===== src/rtl/sram_req_arbiter_pkg.sv =====
// ----------------------------------------------------------------------------
// sram_req_arbiter_pkg
// Shared constants for the sram-like request arbiter:
//   - source IDs stored in the outstanding-transaction FIFO
//   - arbiter state encoding
//   - width of the packed request field bundle {wr, size, wstrb, addr, wdata}
// ----------------------------------------------------------------------------
package sram_req_arbiter_pkg;

    localparam logic SRC_INST = 1'b0;
    localparam logic SRC_DATA = 1'b1;

    localparam logic [0:0] ARB_IDLE   = 1'b0;
    localparam logic [0:0] ARB_LOCKED = 1'b1;

    // wr(1) + size(2) + wstrb(4) + addr(32) + wdata(32)
    localparam int REQ_FIELD_W = 71;

endpackage


===== src/rtl/sram_req_arbiter_id.sv =====
// ----------------------------------------------------------------------------
// arb_id_fifo
// Synchronous FIFO holding the source ID of each accepted-but-not-returned
// transaction. Push and pop may occur in the same cycle (count unchanged,
// both pointers advance). Pushes while full and pops while empty are ignored.
//
// Ports:
//   clk      in   clock
//   reset    in   synchronous active-high reset (pointers and count only)
//   i_push   in   enqueue i_din
//   i_pop    in   dequeue head
//   i_din    in   ID to enqueue
//   o_head   out  ID at the head of the FIFO
//   o_full   out  count == DEPTH (registered count)
//   o_empty  out  count == 0
// ----------------------------------------------------------------------------
module arb_id_fifo #(
    parameter int DEPTH = 4,
    parameter int W     = 1
) (
    input  logic         clk,
    input  logic         reset,
    input  logic         i_push,
    input  logic         i_pop,
    input  logic [W-1:0] i_din,
    output logic [W-1:0] o_head,
    output logic         o_full,
    output logic         o_empty
);

    localparam int PTR_W = $clog2(DEPTH);
    localparam int CNT_W = PTR_W + 1;

    logic [W-1:0]     r_mem [DEPTH];
    logic [PTR_W-1:0] r_wr_ptr;
    logic [PTR_W-1:0] r_rd_ptr;
    logic [CNT_W-1:0] r_count;
    logic             w_do_push;
    logic             w_do_pop;

    assign o_full    = (r_count == CNT_W'(DEPTH));
    assign o_empty   = (r_count == '0);
    assign w_do_push = i_push & ~o_full;
    assign w_do_pop  = i_pop & ~o_empty;
    assign o_head    = r_mem[r_rd_ptr];

    // Storage carries no reset; only the pointers decide what is valid.
    always_ff @(posedge clk) begin
        if (w_do_push) begin
            r_mem[r_wr_ptr] <= i_din;
        end
    end

    // DEPTH is a power of two, so pointers wrap naturally.
    always_ff @(posedge clk) begin
        if (reset) begin
            r_wr_ptr <= '0;
            r_rd_ptr <= '0;
            r_count  <= '0;
        end else begin
            if (w_do_push) r_wr_ptr <= r_wr_ptr + PTR_W'(1);
            if (w_do_pop)  r_rd_ptr <= r_rd_ptr + PTR_W'(1);
            case ({w_do_push, w_do_pop})
                2'b10:   r_count <= r_count + CNT_W'(1);
                2'b01:   r_count <= r_count - CNT_W'(1);
                default: r_count <= r_count;
            endcase
        end
    end

endmodule


===== src/rtl/sram_req_arbiter.sv =====
// ----------------------------------------------------------------------------
// sram_req_arbiter
// Shares one sram-like memory port between the inst and data request
// channels. Requests are muxed combinationally (zero added latency); the
// source of every accepted request is queued so that responses, which return
// in order, are steered back to the channel that issued them.
//
// Optional build macro:
//   ARB_ROUND_ROBIN_EN  - defined: simultaneous inst/data requests in IDLE
//                         alternate, starting with data after reset.
//                         undefined: data channel always wins.
//
// Ports:
//   clk, reset                      clock, synchronous active-high reset
//   inst_req/wr/size/wstrb/addr/wdata  inst request channel (in)
//   inst_addr_ok, inst_data_ok, inst_rdata  inst handshake/response (out)
//   data_req/wr/size/wstrb/addr/wdata  data request channel (in)
//   data_addr_ok, data_data_ok, data_rdata  data handshake/response (out)
//   mem_req/wr/size/wstrb/addr/wdata   downstream request (out)
//   mem_addr_ok, mem_data_ok, mem_rdata downstream handshake/response (in)
//   arb_err                         sticky: response with nothing outstanding
// ----------------------------------------------------------------------------
module sram_req_arbiter
    import sram_req_arbiter_pkg::*;
#(
    parameter int OUTST_DEPTH = 4,
    parameter int ID_W        = 1
) (
    input  logic        clk,
    input  logic        reset,
    input  logic        inst_req,
    input  logic        inst_wr,
    input  logic [1:0]  inst_size,
    input  logic [3:0]  inst_wstrb,
    input  logic [31:0] inst_addr,
    input  logic [31:0] inst_wdata,
    output logic        inst_addr_ok,
    output logic        inst_data_ok,
    output logic [31:0] inst_rdata,
    input  logic        data_req,
    input  logic        data_wr,
    input  logic [1:0]  data_size,
    input  logic [3:0]  data_wstrb,
    input  logic [31:0] data_addr,
    input  logic [31:0] data_wdata,
    output logic        data_addr_ok,
    output logic        data_data_ok,
    output logic [31:0] data_rdata,
    output logic        mem_req,
    output logic        mem_wr,
    output logic [1:0]  mem_size,
    output logic [3:0]  mem_wstrb,
    output logic [31:0] mem_addr,
    output logic [31:0] mem_wdata,
    input  logic        mem_addr_ok,
    input  logic        mem_data_ok,
    input  logic [31:0] mem_rdata,
    output logic        arb_err
);

    localparam logic [ID_W-1:0] ID_INST = ID_W'(SRC_INST);
    localparam logic [ID_W-1:0] ID_DATA = ID_W'(SRC_DATA);

    logic [0:0]             r_state;
    logic [ID_W-1:0]        r_grant_id;
    logic                   r_arb_err;
    logic [ID_W-1:0]        w_sel_id;
    logic [ID_W-1:0]        w_grant;
    logic [ID_W-1:0]        w_head;
    logic                   w_full;
    logic                   w_empty;
    logic                   w_push;
    logic                   w_pop;
    logic [REQ_FIELD_W-1:0] w_inst_fields;
    logic [REQ_FIELD_W-1:0] w_data_fields;
    logic [REQ_FIELD_W-1:0] w_mem_fields;

`ifdef ARB_ROUND_ROBIN_EN
    logic [ID_W-1:0] r_last_grant;

    // On contention, pick the channel that did not win the previous accept.
    always_comb begin
        w_sel_id = ID_INST;
        if (data_req && inst_req) begin
            w_sel_id = (r_last_grant == ID_INST) ? ID_DATA : ID_INST;
        end else if (data_req) begin
            w_sel_id = ID_DATA;
        end
    end

    always_ff @(posedge clk) begin
        if (reset) begin
            r_last_grant <= ID_INST;
        end else if (w_push) begin
            r_last_grant <= w_grant;
        end
    end
`else
    assign w_sel_id = data_req ? ID_DATA : ID_INST;
`endif

    // A stalled request keeps its channel locked onto the port until accepted.
    assign w_grant = (r_state == ARB_LOCKED) ? r_grant_id : w_sel_id;
    assign mem_req = (r_state == ARB_LOCKED) ? 1'b1
                   : (~w_full & (inst_req | data_req));

    assign w_inst_fields = {inst_wr, inst_size, inst_wstrb, inst_addr, inst_wdata};
    assign w_data_fields = {data_wr, data_size, data_wstrb, data_addr, data_wdata};
    assign w_mem_fields  = (w_grant == ID_DATA) ? w_data_fields : w_inst_fields;
    assign {mem_wr, mem_size, mem_wstrb, mem_addr, mem_wdata} = w_mem_fields;

    assign w_push       = mem_req & mem_addr_ok;
    assign inst_addr_ok = w_push & (w_grant == ID_INST);
    assign data_addr_ok = w_push & (w_grant == ID_DATA);

    // Responses are steered by the oldest outstanding ID; rdata is shared.
    assign w_pop        = mem_data_ok & ~w_empty;
    assign inst_data_ok = w_pop & (w_head == ID_INST);
    assign data_data_ok = w_pop & (w_head == ID_DATA);
    assign inst_rdata   = mem_rdata;
    assign data_rdata   = mem_rdata;
    assign arb_err      = r_arb_err;

    arb_id_fifo #(
        .DEPTH (OUTST_DEPTH),
        .W     (ID_W)
    ) u_id_fifo (
        .clk     (clk),
        .reset   (reset),
        .i_push  (w_push),
        .i_pop   (w_pop),
        .i_din   (w_grant),
        .o_head  (w_head),
        .o_full  (w_full),
        .o_empty (w_empty)
    );

    always_ff @(posedge clk) begin
        if (reset) begin
            r_state    <= ARB_IDLE;
            r_grant_id <= ID_INST;
            r_arb_err  <= 1'b0;
        end else begin
            case (r_state)
                ARB_IDLE: begin
                    if (mem_req && !mem_addr_ok) begin
                        r_state    <= ARB_LOCKED;
                        r_grant_id <= w_sel_id;
                    end
                end
                ARB_LOCKED: begin
                    if (mem_addr_ok) begin
                        r_state <= ARB_IDLE;
                    end
                end
                default: r_state <= ARB_IDLE;
            endcase
            if (mem_data_ok && w_empty) begin
                r_arb_err <= 1'b1;
            end
        end
    end

endmodule


===== config.mk =====
export PLATFORM = sky130hd
export DESIGN_NAME = sram_req_arbiter
export DESIGN_NICKNAME = d
export VERILOG_FILES = /design/src/rtl/sram_req_arbiter_pkg.sv /design/src/rtl/sram_req_arbiter_id.sv /design/src/rtl/sram_req_arbiter.sv
export SDC_FILE = /design/constraint.sdc
export NUM_CORES = 1
export LEC_CHECK = 0
export ABC_AREA = 1
export BUFFER_PORTS_ARGS = -buffer_cell sky130_fd_sc_hd__buf_2
export CORE_AREA = 2 2 124 126
export CTS_CLUSTER_SIZE = 28
export DETAILED_ROUTE_END_ITERATION = 12
export DIE_AREA = 0 0 126 128
export PLACE_DENSITY = 0.56
export SYNTH_ARGS = -nofsm -noshare
export SYNTH_HDL_FRONTEND = slang
export SYNTH_SLANG_ARGS = --single-unit

===== constraint.sdc =====
create_clock -name clk -period 2.1 [get_ports clk]
set_clock_uncertainty 0.2 [all_clocks]
set_input_delay 0.21 -clock clk [delete_from_list [all_inputs] [get_ports clk]]
set_output_delay 0.21 -clock clk [all_outputs]
set_load 0.05 [all_outputs]

==> summary.md <==
| Metric | Value |
|---|---|
| Status | `completed` |
| Critical-path cell list | `nor2_2 > buf_4 > a21oi_4 > buf_12 > buf_12 > nand2_1 > nand2_1 > buf_4` |
| HP Class | `input port to flip-flop` |
| RePlAce Congestion | `around 0.73` |
| Least-Margin Pin Slew | `roughly 0.26 ns` |
| Wirelength per Cell | `approximately 11 microns` |
| Logic gate share of total power | `73.9%` |
| Clock Tree Root | `clkbuf_16` |
| Worst path arrival time | `around 1.6 ns` |
| Dpl cells | `between 700 and 800` |
| Leakage power total | `around 2.1 nW` |
| FP Rows | `45` |
| Hpwl dp | `~6400 microns` |
| Tot Pwr | `approximately 3.2 mW` |
| Number of synthesized register bits | `16` |
| Slew HR | `about 83%` |
| Seq. cell area | `364 sq um` |
| Internal power | `about 1.5 mW` |
| Slowest CP cell | `dfxtp_2` |
| Clk sink count | `16` |
| Initial antenna violation count | `0` |
| Fin util | `approximately a quarter` |
| Mapped Area | `~0.0022 sq mm` |
| PD cells | `around 900 mW/mm^2` |
| Global-route wire length before repair | `11400 microns` |
| Global Route Usage Sum | `under 10%` |
| Area contributors post-synth | `nand2_1, buf_4, dfxtp_1` |
| Multi-input logic area | `roughly 0.0012 sq mm` |
| EDFF count, synth | `4` |
| Worst path max stage delay | `roughly 0.34 ns` |
| P&R area growth vs syn | `65.3%` |
| Crit path max fanout | `27` |
| Post-synthesis cell type count | `20` |
| Highest Clock Rate | `a little under 0.5 GHz` |
| Synthesized instance count | `393` |
| Top cell type's share of synthesized area | `between 40% and 50%` |
| Max-capacitance violation count | `0` |
| IO Count | `between 300 and 400` |
| N_diodes | `0` |
| Final WS setup | `between 0.07 and 0.08 ns` |
| Via count | `2796` |
| Async S/R FF share, synth | `0%` |
| Avg Cell Area, Syn | `about 5.5 sq um` |
| Nets@finish | `roughly 750` |
| CP bufs+invs | `4` |
| Yosys top cell by area | `nand2_1` |
| Crit end category | `output port` |
| CTS tree | `done` |
| WS Path Type | `flip-flop to output port` |
| Sequential share of power | `between 10 and 15%` |
| Die height | `approximately 130 microns` |
| Commonest non-fill, non-tap cell in the layout | `nand2_1` |
| Total gr overflow | `0` |
| Final wirelength | `approximately 8500 microns` |
| Non-filler cells, final | `~750` |
| YS warnings | `0` |
| Final setup violation count | `0` |
| Antenna-violating nets left | `0` |
| Power share of the clock group | `between 10% and 20%` |
| Commonest cells after routing, fill and taps aside | `nand2_1, buf_2, buf_4` |
| CP Launch Type | `flip-flop` |
| Largest net degree at the start of global routing | `between 50 and 60` |
| Final instance area | `roughly 0.0036 sq mm` |
| DP Area | `0.00310 sq mm` |
| Post-synthesis sequential area ratio | `16.6%` |
| Setup TNS | `0 ns` |
| Switch Pwr | `1.68 mW` |
| Worst slack, placed | `-0.0381 ns` |
| Clock latency on the worst-skew pair | `roughly 0.25 ns` |
| Syn Nets | `~580` |
| First-pass detailed-route iteration total | `4` |
| Final hold violation count | `0` |
| Port buffer count | `224` |
| Layout cell share with drive strength beyond 1 | `47.3%` |
| Maximum vdd drop | `0.328 mV` |
| Routed vias/inst | `between 3 and 4` |
| CP required | `~1.7 ns` |
| Die X-Extent | `126 microns` |
| Die area | `between 0.015 and 0.02 sq mm` |
| TritonCTS Buffers | `3` |
| Longest Clk Path Bufs | `2` |
| RSZ-0062 raised after global routing | `true` |
| Core box area | `~0.015 sq mm` |
| H-tree depth | `1` |
| Vias in the first global route | `roughly 2500` |
| Fillcell total | `~1700` |
| Drt drc | `0` |
| Critical path's top delay family | `buffers and inverters` |
| Top FF cell, synth | `dfxtp_1` |
| Switching part of the total | `a little over half` |
| Min Tclk post-route | `between 2 and 2.5 ns` |
| Worst-path clk slew | `roughly 0.050 ns` |
| Max-slew violations | `0` |
| Initial DRC Count | `83` |
| Hold WS | `between 0.05 and 0.06 ns` |
| Starting Density | `approximately 15%` |
| Tcrit/Tclk final | `96.4%` |
## worst paths after layout
check	from	end	slack, ns	depth (start not counted)
setup reg to reg	u_id_fifo.r_count[0]$_SDFFE_PP0P_	u_id_fifo.r_count[2]$_SDFFE_PP0P_	0.12	12
hold / removal	mem_data_ok	arb_err$_SDFFE_PP0P_	0.06	3
setup / recovery	r_state$_SDFF_PP0_	mem_wdata[5]	0.08	8
hold reg to reg	arb_err$_SDFFE_PP0P_	arb_err$_SDFFE_PP0P_	0.25	2
## Yosys cell counts, types with 3 or more instances
library cell	count
nand2_1	233
buf_4	65
inv_1	18
nor2_1	17
dfxtp_1	12
a21oi_1	11
buf_6	6
clkbuf_1	5
ha_1	5
edfxtp_1	4
nand3_1	4
buf_2	3
o21ai_0	3
## timing repair
action	4_1_cts	5_1_grt
endpoints found under the hold margin	3	0
setup buffers	0	3
hold buffers	1	0
resized for setup	33	100
cloned	0	4
pin swaps	0	2
endpoints found under the setup margin	44	74
## layout make-up
| class | instances | share of cell area, % |
|---|---|---|
| Clock inverter | 1 | 0.104 |
| Clock buffer | 3 | 2.09 |
| Inverter | 19 | 2.19 |
| Timing Repair Buffer | 247 | 45.5 |
| Tap cell | 188 | 6.55 |
| Sequential cell | 16 | 10.1 |
| Multi-Input combinational cell | 279 | 33.5 |
## logic make-up after synthesis
group / Yosys count / share of synthesized area [%]
and+or+nand+nor: 258 / 45.6
DFF: 16 / 16.6
adders and majority gates: 6 / 3.80
buffers and inverters: 98 / 30.4
AOI/OAI and AO/OA: 15 / 3.63
## per-layer routing
| layer | vias up | track usage [%] | wire [microns] |
|---|---|---|---|
| met4 | 0 | 3.62 | 231 |
| li1 | 1458 | - | - |
| met3 | 29 | 2.25 | 780 |
| met1 | 1175 | 10.3 | 3520 |
| met5 | - | 0 | 0 |
| met2 | 134 | 14.2 | 4010 |
## tightest hold or removal path: cells and delay by family
family / cells / cell delay [ns]
AO/OA/AOI/OAI: 1 / 0.05
buffers and inverters: 1 / 0.11
AND/OR/NAND/NOR: 1 / 0.08
## power by group through the flow
stage	clock network [mW]	logic (mW)	registers (mW)
global placement	0	2.01	0.442
floorplan	0	1.72	0.458
global route	0.384	2.53	0.465
CTS	0.376	2.07	0.454
detailed placement	0	2.00	0.443
finish	0.370	2.33	0.454
Power figures use the tool's default switching activity.
